[config.mk]
export PLATFORM = sky130hd
export DESIGN_NAME = fifo_prog_flat
export DESIGN_NICKNAME = d
export VERILOG_FILES = /design/src/rtl/fifo_prog_if.sv /design/src/rtl/fifo_prog.sv /design/src/flat_wrapper.sv
export SDC_FILE = /design/constraint.sdc
export NUM_CORES = 1
export LEC_CHECK = 0
export BUFFER_PORTS_ARGS = -buffer_cell sky130_fd_sc_hd__buf_2
export CAP_MARGIN = 0
export CORE_UTILIZATION = 35
export DETAILED_ROUTE_END_ITERATION = 10
export PLACE_DENSITY = 0.48
export SETUP_SLACK_MARGIN = 0.2
export SYNTH_ARGS = -nofsm -noshare
export SYNTH_HDL_FRONTEND = slang
export SYNTH_SLANG_ARGS = --single-unit
export TNS_END_PERCENT = 30
[constraint.sdc]
create_clock -name clk -period 5.2 [get_ports clk]
set_input_delay 1.3 -clock clk [delete_from_list [all_inputs] [get_ports clk]]
set_output_delay 1.3 -clock clk [all_outputs]
set_load 0.02 [all_outputs]
[src/rtl/fifo_prog_if.sv]
// Producer/consumer side of fifo_prog: push/pop handshake, data and status.
interface fifo_prog_if #(
   parameter int WIDTH = 8,
   parameter int CW    = 5
);
   logic             write;
   logic             read;
   logic [WIDTH-1:0] data_in;
   logic [WIDTH-1:0] data_out;
   logic             data_valid;
   logic             full;
   logic             almost_full;
   logic             empty;
   logic             almost_empty;
   logic [CW-1:0]    cnt;
   logic             overflow;
   logic             underflow;

   modport master (
      output write, read, data_in,
      input  data_out, data_valid, full, almost_full, empty, almost_empty,
             cnt, overflow, underflow
   );

   modport slave (
      input  write, read, data_in,
      output data_out, data_valid, full, almost_full, empty, almost_empty,
             cnt, overflow, underflow
   );
endinterface

[src/rtl/fifo_prog.sv]
// Single-clock FIFO with programmable almost thresholds, sticky error flags
// and an optional first-word-fall-through read port.
module fifo_prog #(
   parameter int WIDTH = 8,
   parameter int DEPTH = 16,
   parameter bit FWFT  = 1'b0,
   parameter int CW    = $clog2(DEPTH + 1)
) (
   input  logic          clk,
   input  logic          reset,
   input  logic          clear,
   input  logic [CW-1:0] af_thresh,
   input  logic [CW-1:0] ae_thresh,
   fifo_prog_if.slave    bus
);
   localparam int PW = $clog2(DEPTH);

   logic [WIDTH-1:0] mem [DEPTH];
   logic [PW-1:0]    wr_ptr, rd_ptr;
   logic [CW-1:0]    cnt_q;
   logic             ovf_q, udf_q;
   logic             full_w, empty_w, rd_ok, wr_ok;

   function automatic logic [PW-1:0] ptr_inc(input logic [PW-1:0] p);
      return (p == PW'(DEPTH - 1)) ? '0 : p + PW'(1);
   endfunction

   assign full_w  = (cnt_q == CW'(DEPTH));
   assign empty_w = (cnt_q == '0);
   assign rd_ok   = bus.read && !empty_w;
   // a full FIFO still takes a write when the same edge frees a slot
   assign wr_ok   = bus.write && (!full_w || rd_ok);

   always_ff @(posedge clk or negedge reset) begin
      if (!reset) begin
         wr_ptr <= '0;
         rd_ptr <= '0;
         cnt_q  <= '0;
         ovf_q  <= 1'b0;
         udf_q  <= 1'b0;
      end else if (clear) begin
         wr_ptr <= '0;
         rd_ptr <= '0;
         cnt_q  <= '0;
         ovf_q  <= 1'b0;
         udf_q  <= 1'b0;
      end else begin
         if (wr_ok) wr_ptr <= ptr_inc(wr_ptr);
         if (rd_ok) rd_ptr <= ptr_inc(rd_ptr);
         if (wr_ok && !rd_ok)      cnt_q <= cnt_q + CW'(1);
         else if (rd_ok && !wr_ok) cnt_q <= cnt_q - CW'(1);
         if (bus.write && full_w && !rd_ok) ovf_q <= 1'b1;
         if (bus.read && empty_w)           udf_q <= 1'b1;
      end
   end

   always_ff @(posedge clk) begin
      if (wr_ok && !clear) mem[wr_ptr] <= bus.data_in;
   end

   generate
      if (FWFT) begin : g_fwft
         assign bus.data_out   = empty_w ? '0 : mem[rd_ptr];
         assign bus.data_valid = !empty_w;
      end else begin : g_std
         logic [WIDTH-1:0] dout_q;
         logic             dv_q;

         always_ff @(posedge clk or negedge reset) begin
            if (!reset) begin
               dout_q <= '0;
               dv_q   <= 1'b0;
            end else if (clear) begin
               dout_q <= '0;
               dv_q   <= 1'b0;
            end else begin
               dv_q <= rd_ok;
               if (rd_ok) dout_q <= mem[rd_ptr];
            end
         end

         assign bus.data_out   = dout_q;
         assign bus.data_valid = dv_q;
      end
   endgenerate

   assign bus.full         = full_w;
   assign bus.empty        = empty_w;
   assign bus.almost_full  = (cnt_q >= af_thresh);
   assign bus.almost_empty = (cnt_q <= ae_thresh);
   assign bus.cnt          = cnt_q;
   assign bus.overflow     = ovf_q;
   assign bus.underflow    = udf_q;
endmodule

[src/flat_wrapper.sv]
// flat-port wrapper written by rule: the top's interface ports become plain ports
module fifo_prog_flat 
#(
   parameter int WIDTH = 8,
   parameter int DEPTH = 16,
   parameter bit FWFT  = 1'b0,
   parameter int CW    = $clog2(DEPTH + 1)
)
  (clk, reset, clear, af_thresh, ae_thresh, bus_write, bus_read, bus_data_in, bus_data_out, bus_data_valid, bus_full, bus_almost_full, bus_empty, bus_almost_empty, bus_cnt, bus_overflow, bus_underflow);
  fifo_prog_if #(.WIDTH(WIDTH), .CW(CW)) bus_i ();
  input  logic clk;
  input  logic reset;
  input  logic clear;
  input  logic [CW-1:0] af_thresh;
  input  logic [CW-1:0] ae_thresh;
  input wire logic [$bits(bus_i.write)-1:0] bus_write;
  input wire logic [$bits(bus_i.read)-1:0] bus_read;
  input wire logic [$bits(bus_i.data_in)-1:0] bus_data_in;
  output wire logic [$bits(bus_i.data_out)-1:0] bus_data_out;
  output wire logic [$bits(bus_i.data_valid)-1:0] bus_data_valid;
  output wire logic [$bits(bus_i.full)-1:0] bus_full;
  output wire logic [$bits(bus_i.almost_full)-1:0] bus_almost_full;
  output wire logic [$bits(bus_i.empty)-1:0] bus_empty;
  output wire logic [$bits(bus_i.almost_empty)-1:0] bus_almost_empty;
  output wire logic [$bits(bus_i.cnt)-1:0] bus_cnt;
  output wire logic [$bits(bus_i.overflow)-1:0] bus_overflow;
  output wire logic [$bits(bus_i.underflow)-1:0] bus_underflow;
  assign bus_i.write = bus_write;
  assign bus_i.read = bus_read;
  assign bus_i.data_in = bus_data_in;
  assign bus_data_out = bus_i.data_out;
  assign bus_data_valid = bus_i.data_valid;
  assign bus_full = bus_i.full;
  assign bus_almost_full = bus_i.almost_full;
  assign bus_empty = bus_i.empty;
  assign bus_almost_empty = bus_i.almost_empty;
  assign bus_cnt = bus_i.cnt;
  assign bus_overflow = bus_i.overflow;
  assign bus_underflow = bus_i.underflow;
  fifo_prog #(.WIDTH(WIDTH), .DEPTH(DEPTH), .FWFT(FWFT), .CW(CW)) u_core (.clk(clk), .reset(reset), .clear(clear), .af_thresh(af_thresh), .ae_thresh(ae_thresh), .bus(bus_i));
endmodule
==> Word-level counts from Yosys, hierarchy flattened <==
Memory sizes are Yosys's and may differ from the RTL's.
Cells that the tools add are included.
{ "classes": {"add_sub_neg": 4, "order_cmp": 2, "eq_ne": 3, "muxes": 18, "n_reduce_logical": 20} }
{ "ops": {"columns": ["op", "count"], "rows": [
  ["$mux 4", 6],
  ["$mux 8", 2],
  ["$mux 5", 3],
  ["$add 4x1->4 const B", 2],
  ["$eq 4x4->1 const B", 2],
  ["$logic_and 1x1->1", 8],
  ["$reduce_bool 2->1", 4],
  ["$mux 1", 7],
  ["$add 5x1->5 const B", 1],
  ["$eq 5x5->1 const B", 1],
  ["$ge 5x5->1", 1],
  ["$le 5x5->1", 1],
  ["$logic_not 1->1", 5],
  ["$logic_not 5->1", 1],
  ["$sub 5x1->5 const B", 1],
  ["$reduce_bool 3->1", 1],
  ["$logic_or 1x1->1", 1]
]} }
{ "totals": {"ff_bits": 24, "ramBits": 128, "inputBits": 23, "output_inout_bits": 20, "word_cells": 55, "mem_count": 1} }
{ "memory_table": {"columns": ["memory", "words", "width", "read_ports", "rd_clocked_by_memory_dff", "wr", "line", "text"], "rows": [
  ["u_core.mem", 16, 8, 1, 0, 1, "fifo_prog.sv:18", "logic [WIDTH-1:0] mem [DEPTH];"]
]} }

==> Depth between registers and ports, before layout <==
{ "logic_depth": {"word_depth": 10, "mapped_depth": 10, "depth_no_buf": 9} }

==> Least setup slack after synthesis <==
No wires, ideal clock.
{ "synth_timing": {"path_kind": "input-to-output", "from": "in ae_thresh[1]", "to": "out bus_almost_empty", "arrival_time_ns": 2.535, "t_required_ns": 3.900, "slack_ns": 1.365, "stages": 7, "n_path_buf": 0, "cell_sequence": "inv_1 > ha_1 > nor2b_1 > o21a_1 > o21a_1 > o21a_1 > o22ai_1"} }
{ "synth_between": {"elab_chain_len": 1} }
{ "synth_rtl": {"columns": ["item", "line", "text"], "rows": [
  ["start, declared", "flat_wrapper.sv:15", "input logic [CW-1:0] ae_thresh;"],
  ["$le 5x5->1", "fifo_prog.sv:90", "assign bus.almost_empty = (cnt_q <= ae_thresh);"],
  ["end, declared", "flat_wrapper.sv:24", "output wire logic [$bits(bus_i.almost_empty)-1:0] bus_almost_empty;"]
]} }
Every way passes these cells.

==> Final worst setup path <==
Same ends and word-level chain as after synthesis.

==> reports/metrics.yaml <==
status:
  outcome: "finished, final reports clean"
critical_path:
  arrival_ns: 2.60
  max_stage_delay_ns: 0.27
  crit_path_max_fanout: 2
  cp_cell_sequence: "buf_2, inv_1, ha_1, nor2b_1, o21a_1, o21a_1, o21a_1, o22ai_1, buf_2"
  critPathKind: "in2out"
  rrSetupSlack_ns: 1.87
  crit_top_cell: "o21a_1"
  cp_top_family: "compound AO/OA/AOI/OAI gates"
  critPathBufInv: 3
  required_ns: 3.90
  crit_path_start_kind: "primary input"
  cp_slowest_cell: "ha_1"
  endpoint_kind: "output pin"
routing:
  wire_per_inst_um: 20.6
  first_pass_iters: 4
  drt_first_iter_violations: 194
  vias: 3440
  vias_per_cell: 5.17
  drc: 0
  drtAntennaViolNets: 0
  wl_mm: 13.7
cells_and_area:
  register_area_mm2: 0.00445
  fillers: 1634
  antenna_cells: 0
  area_growth_pct: 15.5
  final_common_cell: "edfxtp_1"
  multi_input_comb_area_mm2: 0.00191
  final_cell_mix: "edfxtp_1 (128), buf_2 (42), mux4_2 (32), nor2_1 (25), dfrtp_1 (23)"
  drive_above_1_share: 0.261
  fin_util: 0.415
  num-nets-final: 466
  final_cell_area_mm2: 0.00747
power_and_ir_drop:
  power_density_mw_per_mm2: 430
  ir_drop_mv: 0.253
  sequentialPowerShare: 0.450
  power_frac_clock: 0.360
  p_sw_frac: 0.283
  pwr-share-comb: 0.190
  p_sw_uw: 909
  intPower_mw: 2.30
  p_leak_nw: 2.61
logic_synthesis:
  ys_top_cells_by_area: "edfxtp_1 (59%), mux4_2 (11%), dfrtp_1 (9.3%)"
  synth_warnings: 0
  synth_edf_count: 128
  synth_top_area_cell: "edfxtp_1"
  ys_ff_latch: 152
  yosys_most_used_dff: "edfxtp_1"
  postSynth.asyncResetShare: 0.158
  yosys.area.top_type_share: 0.594
  synth_nets: 420
  ys_seq_area_frac: 0.687
  synth.distinct_cells: 41
  syn_inst: 377
  syn_area_mm2: 0.00647
  avgSynthCellArea_um2: 17.2
clock_tree:
  cts_tree: "built"
  cts_sinks: 152
  cts_buffers: 17
  cts_setup_buffers: 0
  h-tree-depth: 4
  cts_resized: 0
  insertion_delay_ns: 0.42
  cts_hold_buffers: 0
  clockBufferDepth: 2
  cts.reportedPaths.clkPinSlew_ns: 0.06
  clock-root-buffer: "clkbuf_16"
floorplanning:
  io_pins: 43
  die_y_um: 138
  dieArea_mm2: 0.0190
  die_x_um: 138
  start_util: 0.359
  core_area_mm2: 0.0180
  std_cell_rows: 49
timing:
  fin_skew_ns: 0.00761
  min_period_ns: 3.90
  slew_violations: 0
  worst_pin_slew_ns: 1.01
  hold_viol_final: 0
  finalCritPeriodShare: 0.750
  setup_slack_ns: 1.30
  grt_setup_unrepaired: "no"
  holdWs_ns: 0.487
  max_freq_ghz: 0.256
  setup_viol: 0
  fin_tns_setup_ns: 0
  slew_headroom: 0.327
global_routing:
  gr-total-overflow: 0
  grt_pass1_wl_mm: 21.1
  grt_use_total: 0.158
  grt_max_degree: 37
  antenna_found_initial: 0
  grt_pass1_vias: 3523
run:
  cap_violations: 0
place:
  post_dp_cell_area_mm2: 0.00692
  dpl.hpwl_mm: 8.64
  pre_cts_slack_ns: 1.31
  globalplace.congestion: 0.753
  port_buffers: 42
hold_path:
  hold_path.class: "reg2reg"
==> layer usage <==
layer / share of wire / up-vias / global-route usage
li1: - / 1572 / -
met1: 0.50 / 1790 / 0.222
met2: 0.46 / 63 / 0.238
met3: 0.032 / 15 / 0.0362
met4: 0.013 / 0 / 0.0580
met5: 0 / - / 0
==> power groups by stage <==
stage               logic (mW)  clock network (mW)  registers, mW
floorplan                0.437                   0           1.47
global placement         0.608                   0           1.47
detailed placement       0.618                   0           1.47
CTS                      0.620                1.18           1.45
global route             0.675                1.23           1.46
finish                   0.610                1.16           1.44
==> state kept, by name, summed over array words and instances (netlist names) <==
register and cells:
u_core.bus.cnt 5, u_core.bus.data_out 8, u_core.bus.data_valid 1, u_core.bus.overflow 1, u_core.bus.underflow 1, u_core.mem 128, u_core.rd_ptr 4, u_core.wr_ptr 4
==> tightest hold or removal path, cell delays in order (launching register included) <==
cell and delay (ns):
dfrtp_1 0.33, a21oi_1 0.04, nor2_1 0.07
==> through the flow <==
step                      instances  total power [mW]
final                           665              3.21
after global routing            665              3.36
after CTS                       665              3.24
after detailed placement        633              2.09
after global placement          633              2.08
after floorplan                 377              1.91
==> final cells by class <==
cell class | count | share of cell area
sequential | 152 | 0.595
timing repair buffer | 45 | 0.0311
inverter | 14 | 0.00703
multi-input combinational | 193 | 0.255
tap | 229 | 0.0383
clock inverter | 14 | 0.0161
clock buffer | 18 | 0.0574
==> cells in the mapped netlist, types with 5 or more instances <==
| library cell | instances |
|---|---|
| edfxtp_1 | 128 |
| mux4_2 | 32 |
| nor2_1 | 25 |
| dfrtp_1 | 24 |
| ha_1 | 19 |
| nand2_1 | 18 |
| mux2i_1 | 17 |
| a21oi_1 | 14 |
| inv_1 | 14 |
| clkbuf_1 | 10 |
| o22ai_1 | 9 |
| a31o_1 | 8 |
| buf_2 | 5 |
| nand2b_1 | 5 |
==> final timing paths <==
kind                                         to  cells after the start                  from
max reg2reg                   u_core.bus.cnt[4]                      9     u_core.bus.cnt[1]
max in group asynchronous      u_core.rd_ptr[0]                      1                 reset
min in group asynchronous     u_core.bus.cnt[2]                      1                 reset
min                        u_core.bus.underflow                      2  u_core.bus.underflow
min reg2reg                u_core.bus.underflow                      2  u_core.bus.underflow
max                            bus_almost_empty                      9          ae_thresh[1]
==> kinds of logic (layout without fill, tap and decap cells) <==
logic type	count (synthesis)	after routing	synth area share
XOR/XNOR	4	4	0.00542
flip-flops	152	152	0.687
AND/OR/NAND/NOR	68	68	0.0489
AO/OA/AOI/OAI	48	48	0.0526
multiplexers	53	53	0.145
buffers and inverters	32	91	0.0213
adder cells (fa/ha/maj)	20	20	0.0399
Power figures use the tool's default switching activity.
